===== config.mk =====
export PLATFORM = sky130hd
export DESIGN_NAME = aes_noc_feeder
export DESIGN_NICKNAME = d
export VERILOG_FILES = /design/src/rtl/aes_noc_feeder.sv
export SDC_FILE = /design/constraint.sdc
export NUM_CORES = 2
export LEC_CHECK = 0
export CAP_MARGIN = 10
export CORE_AREA = 2 2 363 365
export DETAILED_ROUTE_END_ITERATION = 8
export DIE_AREA = 0 0 365 367
export PLACE_DENSITY = 0.76
export REMOVE_ABC_BUFFERS = 1
export SKIP_CTS_REPAIR_TIMING = 1
export SLEW_MARGIN = 20
export SYNTH_ARGS = -nofsm -noshare
export SYNTH_HDL_FRONTEND = slang
export SYNTH_SLANG_ARGS = --single-unit

===== constraint.sdc =====
create_clock -name clk -period 13.6 [get_ports clk]
set_clock_uncertainty 0.2 [all_clocks]
set_input_delay 3.4 -clock clk [delete_from_list [all_inputs] [get_ports clk]]
set_output_delay 3.4 -clock clk [all_outputs]
set_load 0.02 [all_outputs]

===== src/rtl/aes_noc_feeder.sv =====
// NOC16 host driver for the AES-CBC peripheral: streams round key, IV and plaintext
// beats onto the link, then reassembles the two-beat ciphertext response.
module aes_noc_feeder #(
  parameter int         KEY_WORDS      = 22,
  parameter logic [7:0] CMD_KEY        = 8'd0,
  parameter logic [7:0] CMD_IV         = 8'd1,
  parameter logic [7:0] CMD_PT         = 8'd2,
  parameter logic [7:0] CMD_RSP        = 8'hFF,
  parameter int         TIMEOUT_CYCLES = 1023
) (
  input  logic         clk,
  input  logic         reset,
  input  logic         key_wr_en,
  input  logic [4:0]   key_wr_addr,
  input  logic [63:0]  key_wr_data,
  input  logic         key_load,
  input  logic [127:0] iv_data,
  input  logic         iv_load,
  input  logic         pt_valid,
  output logic         pt_ready,
  input  logic [127:0] pt_data,
  output logic         ct_valid,
  input  logic         ct_ready,
  output logic [127:0] ct_data,
  output logic [63:0]  noc_tx_lo,
  output logic [7:0]   noc_tx_cmd,
  output logic         noc_tx_valid,
  input  logic         noc_tx_rdy,
  input  logic [63:0]  noc_rx_lo,
  input  logic [7:0]   noc_rx_cmd,
  input  logic         noc_rx_valid,
  output logic         noc_rx_rdy,
  output logic         busy,
  output logic         timeout,
  output logic [15:0]  blocks_done
);
  localparam int TW = $clog2(TIMEOUT_CYCLES + 1);

  typedef enum logic [2:0] {
    S_IDLE, S_KEY, S_IV, S_PT_LO, S_PT_HI, S_WAIT_LO, S_WAIT_HI, S_OUT
  } state_t;

  state_t         state_q, state_d;
  logic [63:0]    key_buf_q [KEY_WORDS];
  logic [127:0]   iv_q;
  logic [127:0]   pt_q, pt_d;
  logic [127:0]   ct_q, ct_d;
  logic [4:0]     beat_q, beat_d;
  logic           key_pend_q, key_pend_d;
  logic           iv_pend_q, iv_pend_d;
  logic [TW-1:0]  timer_q, timer_d;
  logic           timeout_q, timeout_d;
  logic [15:0]    blocks_q, blocks_d;
  logic           tx_fire, rsp_fire, in_wait, expire;

  assign tx_fire  = noc_tx_valid && noc_tx_rdy;
  assign rsp_fire = noc_rx_rdy && noc_rx_valid && (noc_rx_cmd == CMD_RSP);
  assign in_wait  = (state_q == S_WAIT_LO) || (state_q == S_WAIT_HI);
  assign expire   = in_wait && (timer_q == TW'(TIMEOUT_CYCLES - 1));

  // Key buffer and IV are host-owned storage and deliberately survive reset.
  always_ff @(posedge clk) begin
    if (key_wr_en && (key_wr_addr < 5'(KEY_WORDS))) key_buf_q[key_wr_addr] <= key_wr_data;
    if (iv_load) iv_q <= iv_data;
  end

  always_ff @(posedge clk) begin
    if (reset) state_q <= S_IDLE;
    else       state_q <= state_d;
  end

  always_comb begin
    state_d = state_q;
    case (state_q)
      S_IDLE: begin
        if (key_pend_q)     state_d = S_KEY;
        else if (iv_pend_q) state_d = S_IV;
        else if (pt_valid)  state_d = S_PT_LO;
      end
      S_KEY:     if (tx_fire && (beat_q == 5'(KEY_WORDS - 1))) state_d = S_IDLE;
      S_IV:      if (tx_fire && beat_q[0]) state_d = S_IDLE;
      S_PT_LO:   if (tx_fire) state_d = S_PT_HI;
      S_PT_HI:   if (tx_fire) state_d = S_WAIT_LO;
      S_WAIT_LO: begin
        if (expire)        state_d = S_IDLE;
        else if (rsp_fire) state_d = S_WAIT_HI;
      end
      S_WAIT_HI: begin
        if (expire)        state_d = S_IDLE;
        else if (rsp_fire) state_d = S_OUT;
      end
      S_OUT:     if (ct_ready) state_d = S_IDLE;
      default:   state_d = S_IDLE;
    endcase
  end

  // A load request arriving on the very cycle its sequence starts stays pending for a rerun.
  always_comb begin
    beat_d     = (state_q == S_IDLE) ? 5'd0 : (tx_fire ? beat_q + 5'd1 : beat_q);
    key_pend_d = key_load || (key_pend_q && (state_q != S_IDLE));
    iv_pend_d  = iv_load || (iv_pend_q && !((state_q == S_IDLE) && !key_pend_q));
    pt_d       = (pt_valid && pt_ready) ? pt_data : pt_q;
    timer_d    = in_wait ? timer_q + TW'(1) : '0;
    timeout_d  = timeout_q || expire;
    blocks_d   = blocks_q + 16'((state_q == S_OUT) && ct_ready);
    ct_d       = ct_q;
    if (rsp_fire && !expire) begin
      if (state_q == S_WAIT_LO) ct_d[63:0]   = noc_rx_lo;
      else                      ct_d[127:64] = noc_rx_lo;
    end
  end

  always_ff @(posedge clk) begin
    if (reset) begin
      beat_q     <= '0;
      key_pend_q <= 1'b0;
      iv_pend_q  <= 1'b0;
      pt_q       <= '0;
      ct_q       <= '0;
      timer_q    <= '0;
      timeout_q  <= 1'b0;
      blocks_q   <= '0;
    end else begin
      beat_q     <= beat_d;
      key_pend_q <= key_pend_d;
      iv_pend_q  <= iv_pend_d;
      pt_q       <= pt_d;
      ct_q       <= ct_d;
      timer_q    <= timer_d;
      timeout_q  <= timeout_d;
      blocks_q   <= blocks_d;
    end
  end

  always_comb begin
    noc_tx_valid = 1'b0;
    noc_tx_cmd   = 8'd0;
    noc_tx_lo    = 64'd0;
    noc_rx_rdy   = 1'b0;
    ct_valid     = 1'b0;
    pt_ready     = 1'b0;
    case (state_q)
      S_IDLE:  pt_ready = !reset && !key_pend_q && !iv_pend_q;
      S_KEY: begin
        noc_tx_valid = 1'b1;
        noc_tx_cmd   = CMD_KEY;
        noc_tx_lo    = key_buf_q[beat_q];
      end
      S_IV: begin
        noc_tx_valid = 1'b1;
        noc_tx_cmd   = CMD_IV;
        noc_tx_lo    = beat_q[0] ? iv_q[127:64] : iv_q[63:0];
      end
      S_PT_LO: begin
        noc_tx_valid = 1'b1;
        noc_tx_cmd   = CMD_PT;
        noc_tx_lo    = pt_q[63:0];
      end
      S_PT_HI: begin
        noc_tx_valid = 1'b1;
        noc_tx_cmd   = CMD_PT;
        noc_tx_lo    = pt_q[127:64];
      end
      S_WAIT_LO, S_WAIT_HI: noc_rx_rdy = 1'b1;
      S_OUT:   ct_valid = 1'b1;
      default: ;
    endcase
  end

  assign busy        = (state_q != S_IDLE);
  assign ct_data     = ct_q;
  assign timeout     = timeout_q;
  assign blocks_done = blocks_q;

endmodule


### Word level (Yosys, flattened, before mapping)

Memories as Yosys holds them, arrays and structs flattened. A register that Yosys moved wholly into a read port is not among the register bits.
Cells that the tools add are included.

* memories kept: 1
* RAM bits: 1408
* register bits: 421
* word-level logic and storage cells: 94
* input port bits: 406
* output and inout port bits: 222

* magnitude comparators: 1
* reduce and logical (&&, ||, !) cells: 34
* multiplexer cells: 24
* bitwise gates (word level): 2
* equal/unequal tests: 18
* $add $sub $neg: 3

Memory list
* key_buf_q: depth 22, width 64, rd ports 1, clocked after Yosys merged registers in 1, write ports 1, line 44 `logic [63:0] key_buf_q [KEY_WORDS];`

Operators with widths (number)
* 64-bit case mux with 4 select lines: 1
* 64-bit 2-to-1 mux: 1
* 3-bit 2-to-1 mux: 12
* 3-bit case mux with 8 select lines: 1
* 16-bit by 1-bit adder with 16-bit output: 1
* 1-bit logical AND: 15
* 3-bit == test (second input constant): 4
* 10-bit by 1-bit adder with 10-bit output (second input constant): 1
* 10-bit == test (second input constant): 1
* 5-bit 2-to-1 mux: 2
* 2-bit inequality test (second input constant): 5
* 8-bit == test (second input constant): 1
* 8-bit AND reduction: 1
* 2-bit OR reduction: 4
* 3-bit by 2-bit == test with 1-bit output (second input constant): 2
* 1-bit 2-to-1 mux: 6
* 3-bit inequality test (second input constant): 2
* 5-bit by 1-bit adder with 5-bit output (second input constant): 1
* 5-bit == test (second input constant): 1
* 1-bit zero test: 5
* 5-bit less-than comparator (second input constant): 1
* 1-bit logical OR: 4
* 4-bit inequality test (second input constant): 1
* 2-bit case mux with 2 select lines: 1
* other kinds (6): 8

### Logic depth before layout (Yosys ltp)

* word-level depth: 8
* depth in mapped cells: 13
* gate-level depth less buffers: 9

### Worst setup path before layout

OpenSTA, ideal clock, no wires.

* path type: input to output
* from: in reset
* to: out pt_ready
* path buffers: 1
* path slack: 6.104 ns
* stages: 2
* data required time: 10.000 ns
* arrival: 3.896 ns
* cells stage by stage: clkbuf_1 nor3_4

* cells in the longest elaborated chain, start to end: 4

RTL lines
* start: declaration: line 12 `input logic reset,`
* 1-bit zero test: line 143 `S_IDLE: pt_ready = !reset && !key_pend_q && !iv_pend_q;`
* 1-bit logical AND (2 in a row): line 143
* 1-bit 2-to-1 mux: line 142 `case (state_q)`
* end: declaration: line 20 `output logic pt_ready,`

Every way passes these cells.

==> impl_summary.md <==
Run status
The flow ran to the end, and the final reports show no timing, DRC or antenna violations.

Yosys
In this run, distinct cell masters in the synthesized netlist total 56. A synthesized cell averages 15.42 um^2. The share of async-settable or async-resettable flops after synthesis is 0%. The share of the Yosys chip area taken by registers is 73.48%. The synthesized design contains 1536 enable-type register cells. The share of synthesized area in the top cell type comes to 65.07%. The netlist area before placement is 70890 um^2.

For this run, the number of Yosys warnings is 0. The gate count after technology mapping is 4596. The flip-flop cell with the highest count after synthesis is edfxtp_1. The post-synthesis register bit count is 1834. The largest total area in the synthesized netlist belongs to edfxtp_1. In the post-synthesis netlist, the biggest area contributors are edfxtp_1 (65%), dfxtp_1 (8.4%), mux4_2 (6.1%).

Floorplanning
The die is 367 um tall. The total area inside the core boundary comes to 130500 um^2. The die outline area is 134000 um^2.

In this run the count of I/O pins placed on the die edge is 628. The x dimension of the die is 365 um. The initial core utilization is 54.33%. After floorplanning, the core was divided into 133 placement rows.

STA
Setup repair after global routing left no endpoint under its margin. The number of hold violations in the final report is 0. The final critical path takes up 66.62% of the cycle. Setup violations remaining at the end of the flow were counted as 0. The slew at the pin closest to its max-slew limit is 1.147 ns.

The worst slew slack as a fraction of its limit is 23.55%. The number of slew-limit violations in the final report is 0. Across all setup checks in the final design, the least slack found is 4.540 ns. The maximum frequency from static timing analysis is 110.4 MHz. The clock period could shrink to 9.060 ns. The tightest hold path in the finished design has a slack of 0.2479 ns.

Routing
Detailed routing inserted a total of 42690 vias. In the routed layout, each cell is associated on average with a via count of 6.013. The total wire length after detailed routing is 184800 um.

The starting DRC count in detailed routing is 4394. For this run, design rule violations remaining after detail routing come to 0. In the final routed layout, each cell accounts on average for 26.03 um.

The pre-antenna-repair detailed-routing pass consisted of 6 iterations. The detail route stage leaves a number of antenna-violating nets equal to 0.

Cells and area
The net count of the finished layout is 5593. The most common library cell in the layout ignoring fill and taps is edfxtp_1. The filler cell count is 9027.

The summed area of non-filler cells in the final layout is 84550 um^2. The multi-input gate area in the final layout is 17260 um^2. The layout overhead on the synthesized area is 19.28%. At the end of the flow the core is filled with cells to 64.81%.

The top cell types in the final layout, fill and taps aside, are edfxtp_1 (1536), nand2_1 (720), clkdlybuf4s50_1 (619). Of the cells placed in the final design, the portion with a size suffix greater than 1 is 12.03%. The area taken by flip-flops and latches is 52110 um^2. The finished layout holds 7100 standard cells, fillers aside.

Clocking
Counting every sink on the clock net gives 1834. Clock tree synthesis inserted a total of 180 buffers. The cell sitting at the root of the clock tree is a clkbuf_16. Clock-pin slew was measured on the worst setup and hold paths at 0.06 ns. The TritonCTS clock tree is done. Counting along the longest clock path gives a buffer depth of 3. At the later pin of the worst-skew pair, clock insertion delay measures 0.81 ns.

The clock tree synthesis step divided the H-tree into 4 levels.

Placement
The worst setup slack before clock tree synthesis is 5.314 ns. The placed wire-length estimate is 104600 um. The number of placed cells counting well taps is 6754. The global placement routability congestion is 0.7755. The port buffer count is 621. The post-place instance area is 78730 um^2.

Power
In this run the power density over the cells is 155.0 nW/um^2. The leakage component of the power is 26.44 nW. IR analysis of the VDD net gives a maximum drop of 134.1 uV.

Setup path
The arrival time of data at the critical path endpoint is 5.46 ns. The required time reported for the critical path endpoint is 10.00 ns. The worst register-to-register path has a depth of 7. In this run the critical register-to-register path is launched from state_q[1].

The type of element launching the critical path is a register. The critical path in this run is classified as register to output pin. The endpoint identified for the worst register-to-register timing path is pt_q[62]. Of all nets on the critical path, the largest fanout is 152.

The worst setup path is captured at an output pin. In this run the register-to-register setup slack is 9.62 ns.

Global routing
The number of global-route vias before repair is 42620. Entering global routing, the biggest net connects 171 pins. The first-pass GRT wire length is 269500 um. The global-route usage over all layers is 27.39%.

The initial antenna violation count is 16. The remaining global-route overflow is 0.

Min path
The startpoint identified for the worst hold timing path is ct_data[44]. Counting instances, the worst hold path has a depth of 2. The worst hold path endpoint is ct_data[44]. The min-delay analysis places its worst path in the category register to register.

Run
The number of max-capacitance violations reported is 0.
==> where the power goes <==
group	leakage [nW]	internal, W	switching [W]	total, W
sequential	16.3	0.00621	0.0000973	0.00631
combinational	7.27	0.000822	0.00110	0.00192
clock	2.82	0.00277	0.00211	0.00488
total	26.4	0.00980	0.00331	0.0131
==> cell type report <==
| cell class | count | share of cell area, % |
|---|---|---|
| diodes | 8 | 0.02368 |
| clock buffers | 254 | 5.805 |
| clock inverters | 84 | 1.052 |
| inverters | 70 | 0.3107 |
| multi-input cells | 2393 | 20.41 |
| flip-flops and latches | 1834 | 61.63 |
| well taps | 1755 | 2.597 |
| repair buffers | 702 | 8.171 |
==> cell usage after synthesis, types with 6 or more instances <==
cell and number:
buf_2 55, ha_1 6, buf_6 36, nand2_1 721
mux2_2 64, nand4_1 9, mux4_2 192, nand3_1 14
nor2b_1 9, a21oi_1 389, a22oi_1 64, dfxtp_1 298
o21ai_0 133, nand2b_1 6, buf_1 38, nor2_1 194
inv_1 69, edfxtp_1 1536, o22ai_1 64, mux2i_1 256
a31oi_1 64, buf_4 12, clkbuf_1 163, a211oi_1 66
xnor2_1 6, xor2_1 19, a221o_1 64, and3_1 8
==> per-stage QoR <==
step           power (W)  TNS, ns
3_5_place_dp    0.008339        0
6_report         0.01310        0
2_1_floorplan   0.008040  -270.24
4_1_cts          0.01318        0
5_1_grt          0.01353        0
3_3_place_gp    0.008309        0
==> cells by family (layout without fill, tap and decap cells) <==
logic type | after synthesis | in the layout | synth area share (%)
AO/OA/AOI/OAI | 857 | 857 | 7.323
other | 1 | 14 | 0.005290
flip-flops | 1834 | 1834 | 73.48
AND/OR/NAND/NOR | 986 | 986 | 5.502
buffers and inverters | 374 | 1110 | 2.522
multiplexers | 513 | 513 | 10.75
XOR/XNOR | 25 | 25 | 0.3089
adder cells (fa/ha/maj) | 6 | 6 | 0.1059
==> worst max-delay path by stage <==
stage,from,cells past startpoint,end,slack (ns)
4_1_cts,register,7,noc_tx_lo[40],4.55
5_1_grt,register,8,noc_tx_lo[60],4.38
3_5_place_dp,reset,3,pt_ready,5.31
6_report,register,8,noc_tx_lo[60],4.54
2_1_floorplan,register,4,noc_tx_lo[27],-4.22
3_3_place_gp,reset,3,pt_ready,5.32
==> worst max-delay path: stages, from the launching register on <==
cell and delay, ns:
dfxtp_4 1.01, buf_4 0.68, buf_12 0.76, mux2i_1 0.31
o22ai_1 0.12, a211oi_1 0.38, nand2_1 0.19, a221o_1 0.32
clkdlybuf4s50_1 0.58
==> registers in the layout, summed over array words and instances, names as in the netlist, named ones only <==
name,count
key_buf_q,1408
ct_data,128
iv_q,128
pt_q,128
blocks_done,16
timer_q,10
beat_q,5
state_q,3
iv_pend_q,1
key_pend_q,1
timeout,1
==> metal layers <==
layer	wire (um)	track usage [%]	vias up
li1	-	-	18640
met1	71470	36.81	21450
met2	87700	43.53	2256
met3	20450	7.328	333
met4	5086	9.251	16
met5	111	0	-
No activity file was read; power rests on OpenSTA's default activity.
